File: src/rtl/logic_gate_unit_if.sv
// Operand/result stream bundle for logic_gate_unit: operand beat in, result beat out.
// slave = the unit itself, master = whoever feeds operands and drains results.
interface logic_gate_unit_if #(
  parameter int unsigned WIDTH = 8
);
  logic             in_valid;
  logic             in_ready;
  logic [2:0]       op;
  logic [WIDTH-1:0] a;
  logic [WIDTH-1:0] b;
  logic             out_valid;
  logic             out_ready;
  logic [WIDTH-1:0] y;
  logic             y_red;

  modport master (
    output in_valid, op, a, b, out_ready,
    input  in_ready, out_valid, y, y_red
  );

  modport slave (
    input  in_valid, op, a, b, out_ready,
    output in_ready, out_valid, y, y_red
  );
endinterface

File: src/rtl/logic_gate_unit.sv
// Registered WIDTH-bit bitwise logic unit with valid/ready streams and a 2-entry output buffer.
// Define LGU_STATS_EN to add the beat_count and stall_flag status outputs.
module logic_gate_unit #(
  parameter int unsigned WIDTH  = 8,
  parameter int unsigned RED_OP = 0
) (
  input  logic             clk,
  input  logic             rst,
  logic_gate_unit_if.slave bus
`ifdef LGU_STATS_EN
  ,
  output logic [15:0]      beat_count,
  output logic             stall_flag
`endif
);

  typedef enum logic [1:0] {
    EMPTY,
    ONE,
    TWO
  } state_t;

  typedef struct packed {
    logic             red;
    logic [WIDTH-1:0] data;
  } entry_t;

  state_t           state_q, state_d;
  entry_t           head_q, head_d;
  entry_t           skid_q, skid_d;
  logic             in_ready_q;
  logic             out_valid_q;
  logic             accept;
  logic             emit;
  logic [WIDTH-1:0] result_data;
  entry_t           result;

  // RED_OP values other than 1 and 2 fall back to parity.
  function automatic logic reduce(input logic [WIDTH-1:0] v);
    if (RED_OP == 1)      return &v;
    else if (RED_OP == 2) return |v;
    else                  return ^v;
  endfunction

  always_comb begin
    case (bus.op)
      3'b000:  result_data = bus.a & bus.b;
      3'b001:  result_data = bus.a | bus.b;
      3'b010:  result_data = ~(bus.a & bus.b);
      3'b011:  result_data = ~(bus.a | bus.b);
      3'b100:  result_data = bus.a ^ bus.b;
      3'b101:  result_data = ~(bus.a ^ bus.b);
      3'b110:  result_data = ~bus.a;
      default: result_data = bus.a;
    endcase
  end

  // Reduction is formed with the data so the stored pair is always coherent.
  always_comb begin
    result.data = result_data;
    result.red  = reduce(result_data);
  end

  assign accept = bus.in_valid & in_ready_q;
  assign emit   = out_valid_q & bus.out_ready;

  always_comb begin
    state_d = state_q;
    head_d  = head_q;
    skid_d  = skid_q;
    unique case (state_q)
      EMPTY: begin
        if (accept) begin
          state_d = ONE;
          head_d  = result;
        end
      end
      ONE: begin
        if (accept && emit) begin
          head_d = result;
        end else if (accept) begin
          state_d = TWO;
          skid_d  = result;
        end else if (emit) begin
          state_d = EMPTY;
        end
      end
      TWO: begin
        if (emit) begin
          state_d = ONE;
          head_d  = skid_q;
        end
      end
      default: state_d = EMPTY;
    endcase
  end

  // Handshake outputs are registered from the next state, so out_ready never reaches in_ready combinationally.
  always_ff @(posedge clk or posedge rst) begin
    if (rst) begin
      state_q     <= EMPTY;
      head_q      <= '0;
      skid_q      <= '0;
      in_ready_q  <= 1'b1;
      out_valid_q <= 1'b0;
    end else begin
      state_q     <= state_d;
      head_q      <= head_d;
      skid_q      <= skid_d;
      in_ready_q  <= (state_d != TWO);
      out_valid_q <= (state_d != EMPTY);
    end
  end

  assign bus.in_ready  = in_ready_q;
  assign bus.out_valid = out_valid_q;
  assign bus.y         = head_q.data;
  assign bus.y_red     = head_q.red;

`ifdef LGU_STATS_EN
  always_ff @(posedge clk or posedge rst) begin
    if (rst) begin
      beat_count <= '0;
      stall_flag <= 1'b0;
    end else begin
      if (emit) beat_count <= beat_count + 16'd1;
      stall_flag <= out_valid_q & ~bus.out_ready;
    end
  end
`endif

endmodule

File: src/flat_wrapper.sv
// flat-port wrapper written by rule: the top's interface ports become plain ports
module logic_gate_unit_flat 
#(
  parameter int unsigned WIDTH  = 8,
  parameter int unsigned RED_OP = 0
)
  (clk, rst, bus_in_valid, bus_op, bus_a, bus_b, bus_out_ready, bus_in_ready, bus_out_valid, bus_y, bus_y_red);
  logic_gate_unit_if #(.WIDTH(WIDTH)) bus_i ();
  input  logic clk;
  input  logic rst;
  input wire logic [$bits(bus_i.in_valid)-1:0] bus_in_valid;
  input wire logic [$bits(bus_i.op)-1:0] bus_op;
  input wire logic [$bits(bus_i.a)-1:0] bus_a;
  input wire logic [$bits(bus_i.b)-1:0] bus_b;
  input wire logic [$bits(bus_i.out_ready)-1:0] bus_out_ready;
  output wire logic [$bits(bus_i.in_ready)-1:0] bus_in_ready;
  output wire logic [$bits(bus_i.out_valid)-1:0] bus_out_valid;
  output wire logic [$bits(bus_i.y)-1:0] bus_y;
  output wire logic [$bits(bus_i.y_red)-1:0] bus_y_red;
  assign bus_i.in_valid = bus_in_valid;
  assign bus_i.op = bus_op;
  assign bus_i.a = bus_a;
  assign bus_i.b = bus_b;
  assign bus_i.out_ready = bus_out_ready;
  assign bus_in_ready = bus_i.in_ready;
  assign bus_out_valid = bus_i.out_valid;
  assign bus_y = bus_i.y;
  assign bus_y_red = bus_i.y_red;
  logic_gate_unit #(.WIDTH(WIDTH), .RED_OP(RED_OP)) u_core (.clk(clk), .rst(rst), .bus(bus_i));
endmodule
File: config.mk
export PLATFORM = sky130hd
export DESIGN_NAME = logic_gate_unit_flat
export DESIGN_NICKNAME = d
export VERILOG_FILES = /design/src/rtl/logic_gate_unit_if.sv /design/src/rtl/logic_gate_unit.sv /design/src/flat_wrapper.sv
export SDC_FILE = /design/constraint.sdc
export NUM_CORES = 1
export LEC_CHECK = 0
export ABC_AREA = 1
export CORE_UTILIZATION = 39
export CTS_CLUSTER_SIZE = 10
export DETAILED_ROUTE_END_ITERATION = 8
export GPL_ROUTABILITY_DRIVEN = 0
export REMOVE_ABC_BUFFERS = 1
export SKIP_CTS_REPAIR_TIMING = 1
export SLEW_MARGIN = 20
export SYNTH_ARGS = -nofsm -noshare
export SYNTH_HDL_FRONTEND = slang
export SYNTH_SLANG_ARGS = --single-unit
File: constraint.sdc
create_clock -name clk -period 1.57 [get_ports clk]
set_input_delay 0.157 -clock clk [delete_from_list [all_inputs] [get_ports clk]]
set_output_delay 0.157 -clock clk [all_outputs]
set_load 0.05 [all_outputs]
# --- Word level (Yosys, flattened, before mapping) ---
# Index checks and enable logic that the tools add are counted.
word_totals:
  reg_bits: 22
  word_cells: 48
  output_inout_bits: 11
op_classes:
  bitwise_logic: 10
  n_eq_ne: 12
  reduce_logical: 8
  n_mux: 11
ops:
  columns: ["op", "count"]
  rows:
  - ["$pmux 8 s7", 1]
  - ["$not 8->8", 4]
  - ["$mux 9", 3]
  - ["$pmux 9 s3", 1]
  - ["$mux 2", 5]
  - ["$eq 3x3->1 const B", 3]
  - ["$and 8x8->8", 1]
  - ["$or 8x8->8", 1]
  - ["$reduce_xor 8->1", 1]
  - ["$xor 8x8->8", 1]
  - ["$eq 3x2->1 const B", 2]
  - ["$ne 2x1->1 const B", 3]
  - ["$pmux 2 s3", 1]
  - ["$reduce_and 4->1", 1]
  - ["$eq 3x1->1 const B", 1]
  - ["$logic_not 3->1", 1]
  - ["$reduce_and 3->1", 1]
  - ["$reduce_bool 3->1", 1]
  - ["$and 1x1->1", 2]
  - ["$eq 2x1->1 const B", 1]
  - ["$eq 2x2->1 const B", 1]
  - ["$logic_not 2->1", 1]
  - ["$ne 2x2->1 const B", 1]
  - ["$reduce_bool 2->1", 1]
  - ["other kinds (2)", 2]

# --- Longest topological paths before layout ---
# Gate-level depths: netlist of run 1.
depth:
  word_depth: 6
  mapped_depth: 17

# --- Worst setup path before layout of run 1 ---
# No wires, ideal clock.
synth_timing:
  path_type: "register -> register"
  startpoint: "reg u_core.in_ready_q, in the netlist u_core.bus.in_ready"
  endpoint: "reg u_core.head_q, in the netlist u_core.bus.y[6]"
  arrival_time_ns: 1.518
  period_less_slack_ns: 1.640
  t_required_ns: 1.448
  setup_slack_ns: -0.070
  n_path_buf: 1
  stages_incl_launch_ff: 9
  cell_sequence: "dfstp_2 -> nand2_1 -> inv_1 -> a21oi_1 -> inv_1 -> nand2_1 -> clkbuf_1 -> a21oi_1 -> a21oi_1"
synth_via:
  elab_chain_len: 4
  word_cells_on_any_way: 5
synth_rtl:
  columns: ["element", "line_no", "rtl"]
  rows:
  - ["start: declaration", "logic_gate_unit.sv:31", "logic in_ready_q;"]
  - ["start signal: assignment", "logic_gate_unit.sv:110", "in_ready_q <= (state_d != TWO);"]
  - ["$and 1x1->1 *", "logic_gate_unit.sv:64", "assign accept = bus.in_valid & in_ready_q;"]
  - ["$logic_and 1x1->1", "logic_gate_unit.sv:79", "if (accept && emit) begin"]
  - ["$ne 2x1->1 (no line)", null, null]
  - ["$reduce_and 4->1 (no line) *", null, null]
  - ["end signal: assignment", "logic_gate_unit.sv:102", "head_q <= '0;"]
  - ["end signal: assignment", "logic_gate_unit.sv:108", "head_q <= head_d;"]
  - ["end: declaration", "logic_gate_unit.sv:29", "entry_t head_q, head_d;"]
# Mark *: on every way between the ends. The rest lies on a longest branch, timed or not.
# A chain may end at the register's enable or synchronous reset.

# --- Worst setup path in the final report of run 1 ---
layout_timing:
  startpoint: "in bus_op[2]"
  endpoint: "reg u_core.head_q, in the netlist u_core.bus.y_red"
layout_via:
  elab_chain_len: 5
  word_cells_on_any_way: 12
layout_rtl:
  columns: ["element", "line_no", "rtl"]
  rows:
  - ["start: declaration", "flat_wrapper.sv:12", "input wire logic [$bits(bus_i.op)-1:0] bus_op;"]
  - ["$eq 3x3->1, or another cell as far along", "logic_gate_unit.sv:46", "case (bus.op)"]
  - ["$pmux 8 s7 *", "logic_gate_unit.sv:46", null]
  - ["$reduce_xor 8->1 *", "logic_gate_unit.sv:42", "else return ^v;"]
  - ["$mux 9, on equally long branches", "logic_gate_unit.sv:79, logic_gate_unit.sv:73", null]
  - ["$pmux 9 s3 *", "logic_gate_unit.sv:71", "unique case (state_q)"]
# Mark *: on every way between the ends. The rest lies on a longest branch, timed or not. The select of a mux whose other input is x is not followed.

==> impl_results.html, run 1 <==
<table>
<tr><th>Metric</th><th>Value</th></tr>
<tr><th colspan="2">Status</th></tr>
<tr><td>Outcome</td><td>finished, final reports clean</td></tr>
<tr><th colspan="2">STA</th></tr>
<tr><td>Least-Margin Pin Slew</td><td>0.288 ns</td></tr>
<tr><td>Top achievable clock speed</td><td>0.698 GHz</td></tr>
<tr><td>Worst Slack Setup Final</td><td>0.137 ns</td></tr>
<tr><td>Shortest clock period the worst path allows after layout</td><td>1.43 ns</td></tr>
<tr><td>Share of the clock period used by the worst path</td><td>91.3%</td></tr>
<tr><td>Worst-case clock skew</td><td>0.00360 ns</td></tr>
<tr><td>Total count of hold-check failures in the final report</td><td>0</td></tr>
<tr><td>Total of endpoints with negative setup slack in the final report</td><td>0</td></tr>
<tr><td>Slew Viols, Final</td><td>0</td></tr>
<tr><td>Max transition margin</td><td>80.6%</td></tr>
<tr><td>Total negative slack for setup checks</td><td>0 ns</td></tr>
<tr><th colspan="2">Worst setup path</th></tr>
<tr><td>Crit path cell chain</td><td>dlymetal6s2s_1 &gt; buf_6 &gt; buf_12 &gt; nand3_1 &gt; nand2_1 &gt; nor2_1 &gt; nand3b_1 &gt; nand2_2 &gt; nand2_2 &gt; nand2_2 &gt; nand2_1 &gt; nand2_2 &gt; nand3_1 &gt; nand2_1 &gt; nand2_1</td></tr>
<tr><td>Cell type of the slowest stage on the worst timing path</td><td>dlymetal6s2s_1</td></tr>
<tr><td>Reg2reg setup slack</td><td>0.19 ns</td></tr>
<tr><td>Max Fanout on Critical Path</td><td>15</td></tr>
<tr><td>Crit. End Element</td><td>register</td></tr>
<tr><td>Type of element launching the critical path</td><td>input pin</td></tr>
<tr><td>Type of the setup path with the least slack</td><td>input pin to register</td></tr>
<tr><td>Worst EP required</td><td>1.73 ns</td></tr>
<tr><td>Endpoint arrival time on the critical path</td><td>1.59 ns</td></tr>
<tr><td>CP peak stage delay</td><td>0.16 ns</td></tr>
<tr><th colspan="2">Die</th></tr>
<tr><td>Initial Util</td><td>41.0%</td></tr>
<tr><td>DIE AREA</td><td>0.00620 sq mm</td></tr>
<tr><td>Chip height</td><td>78.8 um</td></tr>
<tr><td>Count of boundary I/O pins</td><td>34</td></tr>
<tr><td>Cell Rows</td><td>27</td></tr>
<tr><td>Placeable Area</td><td>0.00561 sq mm</td></tr>
<tr><td>Die width</td><td>78.8 um</td></tr>
<tr><th colspan="2">Logic synthesis</th></tr>
<tr><td>Biggest area consumer among synthesized cells</td><td>dfrtp_1</td></tr>
<tr><td>Summed instance area of the synthesized netlist</td><td>0.00230 sq mm</td></tr>
<tr><td>Most frequent cell after synthesis</td><td>nand2_1</td></tr>
<tr><td>Primary FF master, synth</td><td>dfrtp_1</td></tr>
<tr><td>Count of different cell masters after synthesis</td><td>21</td></tr>
<tr><td>Count of yosys warnings during synthesis</td><td>0</td></tr>
<tr><td>Synth async-reset ratio</td><td>100%</td></tr>
<tr><td>Seq cells post-synth</td><td>22</td></tr>
<tr><td>Proportion of synthesized chip area in sequential cells</td><td>24.0%</td></tr>
<tr><td>EDFF count, synth</td><td>0</td></tr>
<tr><td>Area share of the leading cell type in the synthesized netlist</td><td>22.9%</td></tr>
<tr><td>Post-Synthesis Mean Instance Area</td><td>5.92 sq um</td></tr>
<tr><td>Gate Count Post-Synth</td><td>388</td></tr>
<tr><td>Most frequent cells after synthesis</td><td>nand2_1, inv_1, nand3_1, nor2_1, dfrtp_1</td></tr>
<tr><td>Area contributors post-synth</td><td>dfrtp_1, nand2_1, nand3_1</td></tr>
<tr><th colspan="2">Route</th></tr>
<tr><td>Total routed wirelength</td><td>6650 um</td></tr>
<tr><td>Drt first-iter violations</td><td>104</td></tr>
<tr><td>DRC violations left</td><td>0</td></tr>
<tr><td>Routed vias/inst</td><td>4.93</td></tr>
<tr><td>Number of nets with antenna violations after routing</td><td>0</td></tr>
<tr><td>Routed via count</td><td>2,733</td></tr>
<tr><td>Post-detailed-route wirelength per cell</td><td>12.0 um</td></tr>
<tr><td>Total iterations of the first detailed-routing run</td><td>4</td></tr>
<tr><th colspan="2">Cells and area</th></tr>
<tr><td>Share of final-layout standard cells stronger than drive strength 1</td><td>33.0%</td></tr>
<tr><td>Final Net Count</td><td>522</td></tr>
<tr><td># fillers</td><td>509</td></tr>
<tr><td>Post-synthesis to final-layout area growth</td><td>56.1%</td></tr>
<tr><td>Count of inserted antenna diode cells</td><td>0</td></tr>
<tr><th colspan="2">Power</th></tr>
<tr><td>Areal power density over the cells</td><td>1050 mW/mm^2</td></tr>
<tr><td>Leakage Power</td><td>2.15 nW</td></tr>
<tr><td>Worst supply voltage drop on vdd</td><td>0.000907 V</td></tr>
<tr><th colspan="2">Placement</th></tr>
<tr><td>Setup WS pre-CTS</td><td>-0.812 ns</td></tr>
<tr><td>Number of buffers added on ports</td><td>33</td></tr>
<tr><td>Detailed Place HPWL</td><td>4710 um</td></tr>
<tr><th colspan="2">Clock tree</th></tr>
<tr><td>Clock latency reported for the late side of the worst-skew pair</td><td>0.26 ns</td></tr>
<tr><td>H-tree depth</td><td>1</td></tr>
<tr><td>Clk pin slew, worst setup/hold paths</td><td>0.08 ns</td></tr>
<tr><td>CTS Root Buffer Type</td><td>clkbuf_8</td></tr>
<tr><td>Buffer levels on the longest clock path</td><td>2</td></tr>
<tr><td>CTS Buf Count</td><td>3</td></tr>
<tr><td>Clock tree from TritonCTS</td><td>yes</td></tr>
<tr><td>Count of clock tree sinks</td><td>22</td></tr>
<tr><th colspan="2">Global route</th></tr>
<tr><td>Overall routing resource usage</td><td>20.8%</td></tr>
<tr><td>Total overflow reported by the global router</td><td>0</td></tr>
<tr><td>Number of global-route vias before repair</td><td>2,429</td></tr>
<tr><td>Pin count of the biggest net entering global routing</td><td>23</td></tr>
<tr><td>First-pass GRT wire length</td><td>10,500 um</td></tr>
<tr><td>Initial antenna violation count</td><td>0</td></tr>
<tr><th colspan="2">Job</th></tr>
<tr><td>Reported max-cap violation count</td><td>0</td></tr>
<tr><th colspan="2">Hold path</th></tr>
<tr><td>Worst min path class</td><td>input pin to asynchronous set/reset pin</td></tr>
</table>
==> cells by family after synthesis <==
logic type | count (synthesis) | share of synthesized area, %
buf+inv | 73 | 13.2
simple gates | 242 | 46.4
flops | 22 | 24.0
compound gates | 35 | 7.62
fa+ha+maj | 16 | 8.71
==> cell type report <==
type / instances / area [sq um] / share of cell area (%)
clock buffer: 4 / 55.1 / 1.53
inverter: 58 / 225 / 6.28
timing repair buffer: 105 / 977 / 27.2
multi-input combinational: 293 / 1690 / 47.1
sequential: 22 / 552 / 15.4
tap: 72 / 90.1 / 2.51
==> report_power, final <==
part	switching, mW	leakage, nW	internal [mW]
Clock	0.180	0.0288	0.223
Combinational	1.46	1.86	0.936
Sequential	0.118	0.270	0.847
==> path summary, 6_finish.rpt <==
kind | startpoint | to | cells past startpoint
min in group clk | u_core.bus.y[4]$_DFFE_PP0P_ | u_core.bus.y[4]$_DFFE_PP0P_ | 2
setup reg to reg | u_core.bus.in_ready$_DFF_PP1_ | u_core.bus.y[4]$_DFFE_PP0P_ | 9
max in group asynchronous | rst | u_core.bus.in_ready$_DFF_PP1_ | 3
hold / removal | rst | u_core.state_q[1]$_DFF_PP0_ | 3
setup / recovery | bus_op[2] | u_core.bus.y_red$_DFFE_PP0P_ | 15
hold reg to reg | u_core.bus.y[4]$_DFFE_PP0P_ | u_core.bus.y[4]$_DFFE_PP0P_ | 2
==> worst max-delay path, delay by kind of cell <==
kind / cells / cell delay, ns
buf+inv: 3 / 0.45
simple gates: 12 / 0.98
==> sequential cells by signal, summed over array words and instances, names as in the netlist <==
name                  flops
u_core.bus.in_ready       1
u_core.bus.y              8
u_core.bus.y_red          1
u_core.bus.out_valid      1
u_core.skid_q             9
u_core.state_q            2
==> stage by stage <==
step                std cells  utilization, %  hold slack, ns  power (mW)  cell area, sq um
detailed placement        543            56.0           0.466        3.14              3140
finish                    554            64.0           0.244        3.77              3590
floorplan                 373               -           0.145        2.29              2210
CTS                       547            57.0           0.242        3.56              3200
global route              554            64.0           0.304        4.09              3590
global placement          543            56.0           0.466        3.11              3140
==> metal layers <==
metal / vias up / wire, um / global-route usage (%)
met5: - / 0 / 0
met4: 0 / 51 / 2.96
met3: 8 / 328 / 2.76
met2: 76 / 3270 / 36.5
met1: 1236 / 3000 / 27.6
li1: 1413 / - / -
==> placed cells by master, fill, tap and decap left out <==
| cell | synthesis | routed |
|---|---|---|
| buf_6 | 1 | 5 |
| clkdlybuf4s50_1 | 0 | 3 |
| nand2_2 | 0 | 14 |
| o21ai_1 | 2 | 6 |
| buf_12 | 0 | 6 |
| inv_1 | 54 | 43 |
| ha_4 | 0 | 7 |
| o21ai_0 | 17 | 13 |
| nor2_2 | 2 | 7 |
| ha_1 | 16 | 6 |
| dfrtp_1 | 21 | 21 |
| buf_4 | 4 | 71 |
| nand3_2 | 5 | 16 |
| nor2_1 | 34 | 27 |
| nand3_1 | 45 | 32 |
| dfstp_2 | 1 | 1 |
| a21oi_2 | 0 | 2 |
| nand3_4 | 0 | 2 |
| nand3b_1 | 9 | 9 |
| inv_4 | 0 | 3 |
| buf_2 | 6 | 2 |
| inv_2 | 4 | 12 |
| clkbuf_8 | 0 | 4 |
| ha_2 | 0 | 3 |
| nand2_1 | 136 | 122 |
| buf_8 | 0 | 1 |
| nand4_1 | 10 | 10 |
| nor2_4 | 1 | 3 |
| dlymetal6s2s_1 | 0 | 17 |
| a21oi_1 | 16 | 14 |
Power figures use the tool's default switching activity.
==> run 2: changes to the inputs <==
Settings changed: SETUP_SLACK_MARGIN from default to 0.5.
Clock period 1.57 ns to 1.6 ns, I/O delays scaled along.
==> impl_results.html, run 2 (same netlist as run 1, synthesis figures left out) <==
<table>
<tr><th>Metric</th><th>Value</th></tr>
<tr><th colspan="2">Placement</th></tr>
<tr><td>Number of buffers added on ports</td><td>33 (unchanged)</td></tr>
<tr><td>Instance area after placement</td><td>0.00313 sq mm (-0.48%)</td></tr>
<tr><td>Detailed Place HPWL</td><td>4740 um (+0.46%)</td></tr>
<tr><th colspan="2">Route</th></tr>
<tr><td>Total routed wirelength</td><td>7080 um (+6.6%)</td></tr>
<tr><td>Number of nets with antenna violations after routing</td><td>0 (unchanged)</td></tr>
<tr><td>Post-detailed-route wirelength per cell</td><td>12.6 um (+4.9%)</td></tr>
<tr><td>Total iterations of the first detailed-routing run</td><td>4 (unchanged)</td></tr>
<tr><td>Routed via count</td><td>2,812 (+2.9%)</td></tr>
<tr><td>Routed vias/inst</td><td>4.99 (+1.2%)</td></tr>
<tr><td>DRC violations left</td><td>0 (unchanged)</td></tr>
<tr><td>Drt first-iter violations</td><td>91 (-13%)</td></tr>
<tr><th colspan="2">Worst setup path</th></tr>
<tr><td>FF-to-FF Start</td><td>u_core.bus.in_ready$_DFF_PP1_</td></tr>
<tr><td>Endpoint of the worst-slack reg-to-reg timing path</td><td>u_core.bus.y[1]$_DFFE_PP0P_</td></tr>
<tr><td>Worst R2R Path Depth</td><td>9 (unchanged)</td></tr>
<tr><td>Worst setup startpoint</td><td>u_core.bus.in_ready$_DFF_PP1_</td></tr>
<tr><td>Endpoint arrival time on the critical path</td><td>1.57 ns (-0.02 ns)</td></tr>
<tr><td>Type of element launching the critical path</td><td>register</td></tr>
<tr><td>Type of the setup path with the least slack</td><td>register to register</td></tr>
<tr><td>Max Fanout on Critical Path</td><td>6 (-9)</td></tr>
<tr><td>Crit path to</td><td>u_core.bus.y[1]$_DFFE_PP0P_</td></tr>
<tr><td>Reg2reg setup slack</td><td>0.18 ns (about the same)</td></tr>
<tr><td>Worst EP required</td><td>1.75 ns (+0.02 ns)</td></tr>
<tr><td>Crit. End Element</td><td>register</td></tr>
<tr><th colspan="2">Status</th></tr>
<tr><td>Outcome</td><td>finished, final reports clean</td></tr>
<tr><th colspan="2">Die</th></tr>
<tr><td>Cell Rows</td><td>27 (unchanged)</td></tr>
<tr><td>Placeable Area</td><td>0.00561 sq mm (unchanged)</td></tr>
<tr><td>Count of boundary I/O pins</td><td>34 (unchanged)</td></tr>
<tr><td>Die width</td><td>78.8 um (unchanged)</td></tr>
<tr><td>DIE AREA</td><td>0.00620 sq mm (unchanged)</td></tr>
<tr><td>Chip height</td><td>78.8 um (unchanged)</td></tr>
<tr><td>Initial Util</td><td>41.0% (unchanged)</td></tr>
<tr><th colspan="2">Global route</th></tr>
<tr><td>Total overflow reported by the global router</td><td>0 (unchanged)</td></tr>
<tr><td>Pin count of the biggest net entering global routing</td><td>23 (unchanged)</td></tr>
<tr><td>Initial antenna violation count</td><td>0 (unchanged)</td></tr>
<tr><td>First-pass GRT wire length</td><td>10,500 um (-0.26%)</td></tr>
<tr><td>Number of global-route vias before repair</td><td>2,429 (unchanged)</td></tr>
<tr><td>Overall routing resource usage</td><td>20.8% (+0.040 points)</td></tr>
<tr><th colspan="2">Clock tree</th></tr>
<tr><td>Clk pin slew, worst setup/hold paths</td><td>0.08 ns (about the same)</td></tr>
<tr><td>Buffer levels on the longest clock path</td><td>2 (unchanged)</td></tr>
<tr><td>Clock latency reported for the late side of the worst-skew pair</td><td>0.26 ns (about the same)</td></tr>
<tr><td>CTS Buf Count</td><td>3 (unchanged)</td></tr>
<tr><td>Count of clock tree sinks</td><td>22 (unchanged)</td></tr>
<tr><td>H-tree depth</td><td>1 (unchanged)</td></tr>
<tr><td>Clock tree from TritonCTS</td><td>yes</td></tr>
<tr><td>CTS Root Buffer Type</td><td>clkbuf_8</td></tr>
<tr><th colspan="2">Cells and area</th></tr>
<tr><td>Post-synthesis to final-layout area growth</td><td>67.0%</td></tr>
<tr><td>Register with the most flip-flops</td><td>u_core.skid_q</td></tr>
<tr><td># fillers</td><td>491 (-3.5%)</td></tr>
<tr><td>Area of all placed cells without fillers</td><td>0.00384 sq mm (+7.0%)</td></tr>
<tr><td>Max FFs per register</td><td>9 (unchanged)</td></tr>
<tr><td>Final Net Count</td><td>531 (+1.7%)</td></tr>
<tr><td>Post-layout util</td><td>68.5% (+4.5 points)</td></tr>
<tr><td>Leading cell types in the layout, fill and taps excluded</td><td>nand2_1, buf_4, inv_1</td></tr>
<tr><td>Most common library cell in the layout ignoring fill and taps</td><td>nand2_1</td></tr>
<tr><td>Share of final-layout standard cells stronger than drive strength 1</td><td>41.5% (+8.6 points)</td></tr>
<tr><td>Count of inserted antenna diode cells</td><td>0 (unchanged)</td></tr>
<tr><th colspan="2">Power</th></tr>
<tr><td>Leakage Power</td><td>2.17 nW (+0.94%)</td></tr>
<tr><td>Worst supply voltage drop on vdd</td><td>0.00106 V (+17%)</td></tr>
<tr><td>Areal power density over the cells</td><td>1050 mW/mm^2 (+0.41%)</td></tr>
<tr><th colspan="2">STA</th></tr>
<tr><td>Total count of hold-check failures in the final report</td><td>0 (unchanged)</td></tr>
<tr><td>Total of endpoints with negative setup slack in the final report</td><td>0 (unchanged)</td></tr>
<tr><td>Worst-case clock skew</td><td>0.00192 ns (-0.00168 ns)</td></tr>
<tr><td>Share of the clock period used by the worst path</td><td>88.9%</td></tr>
<tr><td>Max transition margin</td><td>73.0% (-7.6 points)</td></tr>
<tr><td>RSZ-0062 raised after global routing</td><td>true</td></tr>
<tr><td>Shortest clock period the worst path allows after layout</td><td>1.42 ns</td></tr>
<tr><td>Least-Margin Pin Slew</td><td>0.403 ns (+0.115 ns)</td></tr>
<tr><td>Slew Viols, Final</td><td>0 (unchanged)</td></tr>
<tr><td>Top achievable clock speed</td><td>0.703 GHz</td></tr>
<tr><th colspan="2">Job</th></tr>
<tr><td>Reported max-cap violation count</td><td>0 (unchanged)</td></tr>
<tr><th colspan="2">Hold path</th></tr>
<tr><td>Worst min path class</td><td>input pin to asynchronous set/reset pin</td></tr>
</table>
[run 2: cell types whose count changed in the layout (fill, tap and decap cells not counted), moves of 5 or more]
cell | previous run | this run
clkbuf_2 | 0 | 6
inv_1 | 43 | 37
nand3_2 | 16 | 25
nor2_2 | 7 | 12
dlymetal6s2s_1 | 17 | 11
nor2_1 | 27 | 21
nand3_1 | 32 | 22
inv_2 | 12 | 17
[run 2: critical path: stages (launching register included)]
cell	delay [ns]
dfstp_2	0.56
nand2_2	0.06
inv_2	0.08
a21oi_2	0.06
inv_1	0.09
nand2_4	0.08
buf_12	0.15
buf_12	0.12
nand2_1	0.05
nand2_1	0.05
[run 2: final cells by class]
class	count	area, sq um	area share (%)
Tap cell	72	90.1	2.35
Clock buffer	4	45.0	1.17
Sequential cell	22	552	14.4
Timing Repair Buffer	113	1090	28.4
Timing Repair inverter	1	7.51	0.196
Inverter	58	231	6.03
Multi-Input combinational cell	293	1820	47.5
[run 2: worst min path at each step]
stage	slack, ns	endpoint	cells past startpoint	startpoint
2_1_floorplan	0.15	u_core.bus.out_valid$_DFF_PP0_	1	rst
3_3_place_gp	0.47	u_core.bus.y[4]$_DFFE_PP0P_	2	u_core.bus.y[4]$_DFFE_PP0P_
3_5_place_dp	0.47	u_core.bus.y[5]$_DFFE_PP0P_	2	u_core.bus.y[5]$_DFFE_PP0P_
4_1_cts	0.23	u_core.bus.y[3]$_DFFE_PP0P_	3	rst
5_1_grt	0.30	u_core.bus.y[3]$_DFFE_PP0P_	3	rst
6_report	0.22	u_core.state_q[0]$_DFF_PP0_	3	rst
[run 2: per-stage QoR]
stage | setup WS [ns] | hold slack (ns) | TNS (ns) | power, mW | cells
after floorplan | -0.102 | 0.148 | -0.841 | 2.25 | 373
after global placement | -0.741 | 0.466 | -8.14 | 3.04 | 541
after detailed placement | -0.819 | 0.466 | -9.30 | 3.07 | 541
after CTS | -0.536 | 0.225 | -4.26 | 3.44 | 545
after global routing | 0.0141 | 0.302 | 0 | 4.32 | 563
final | 0.178 | 0.220 | 0 | 4.05 | 563
[run 2: layer usage]
layer  wire length (um)  share of wire, %  vias up  GRT usage, %
met4                 41              0.58        0          4.26
met2               3600                51       44          36.6
met3                166               2.3        6          2.64
met1               3270                46     1326          27.2
met5                  0                 0        -             0
li1                   -                 -     1436             -
[run 2: report_power, final]
group / leakage, nW / internal [mW] / total [mW] / switching, mW
combinational: 1.88 / 1.14 / 2.72 / 1.58
clock: 0.0228 / 0.178 / 0.352 / 0.175
sequential: 0.270 / 0.833 / 0.973 / 0.141
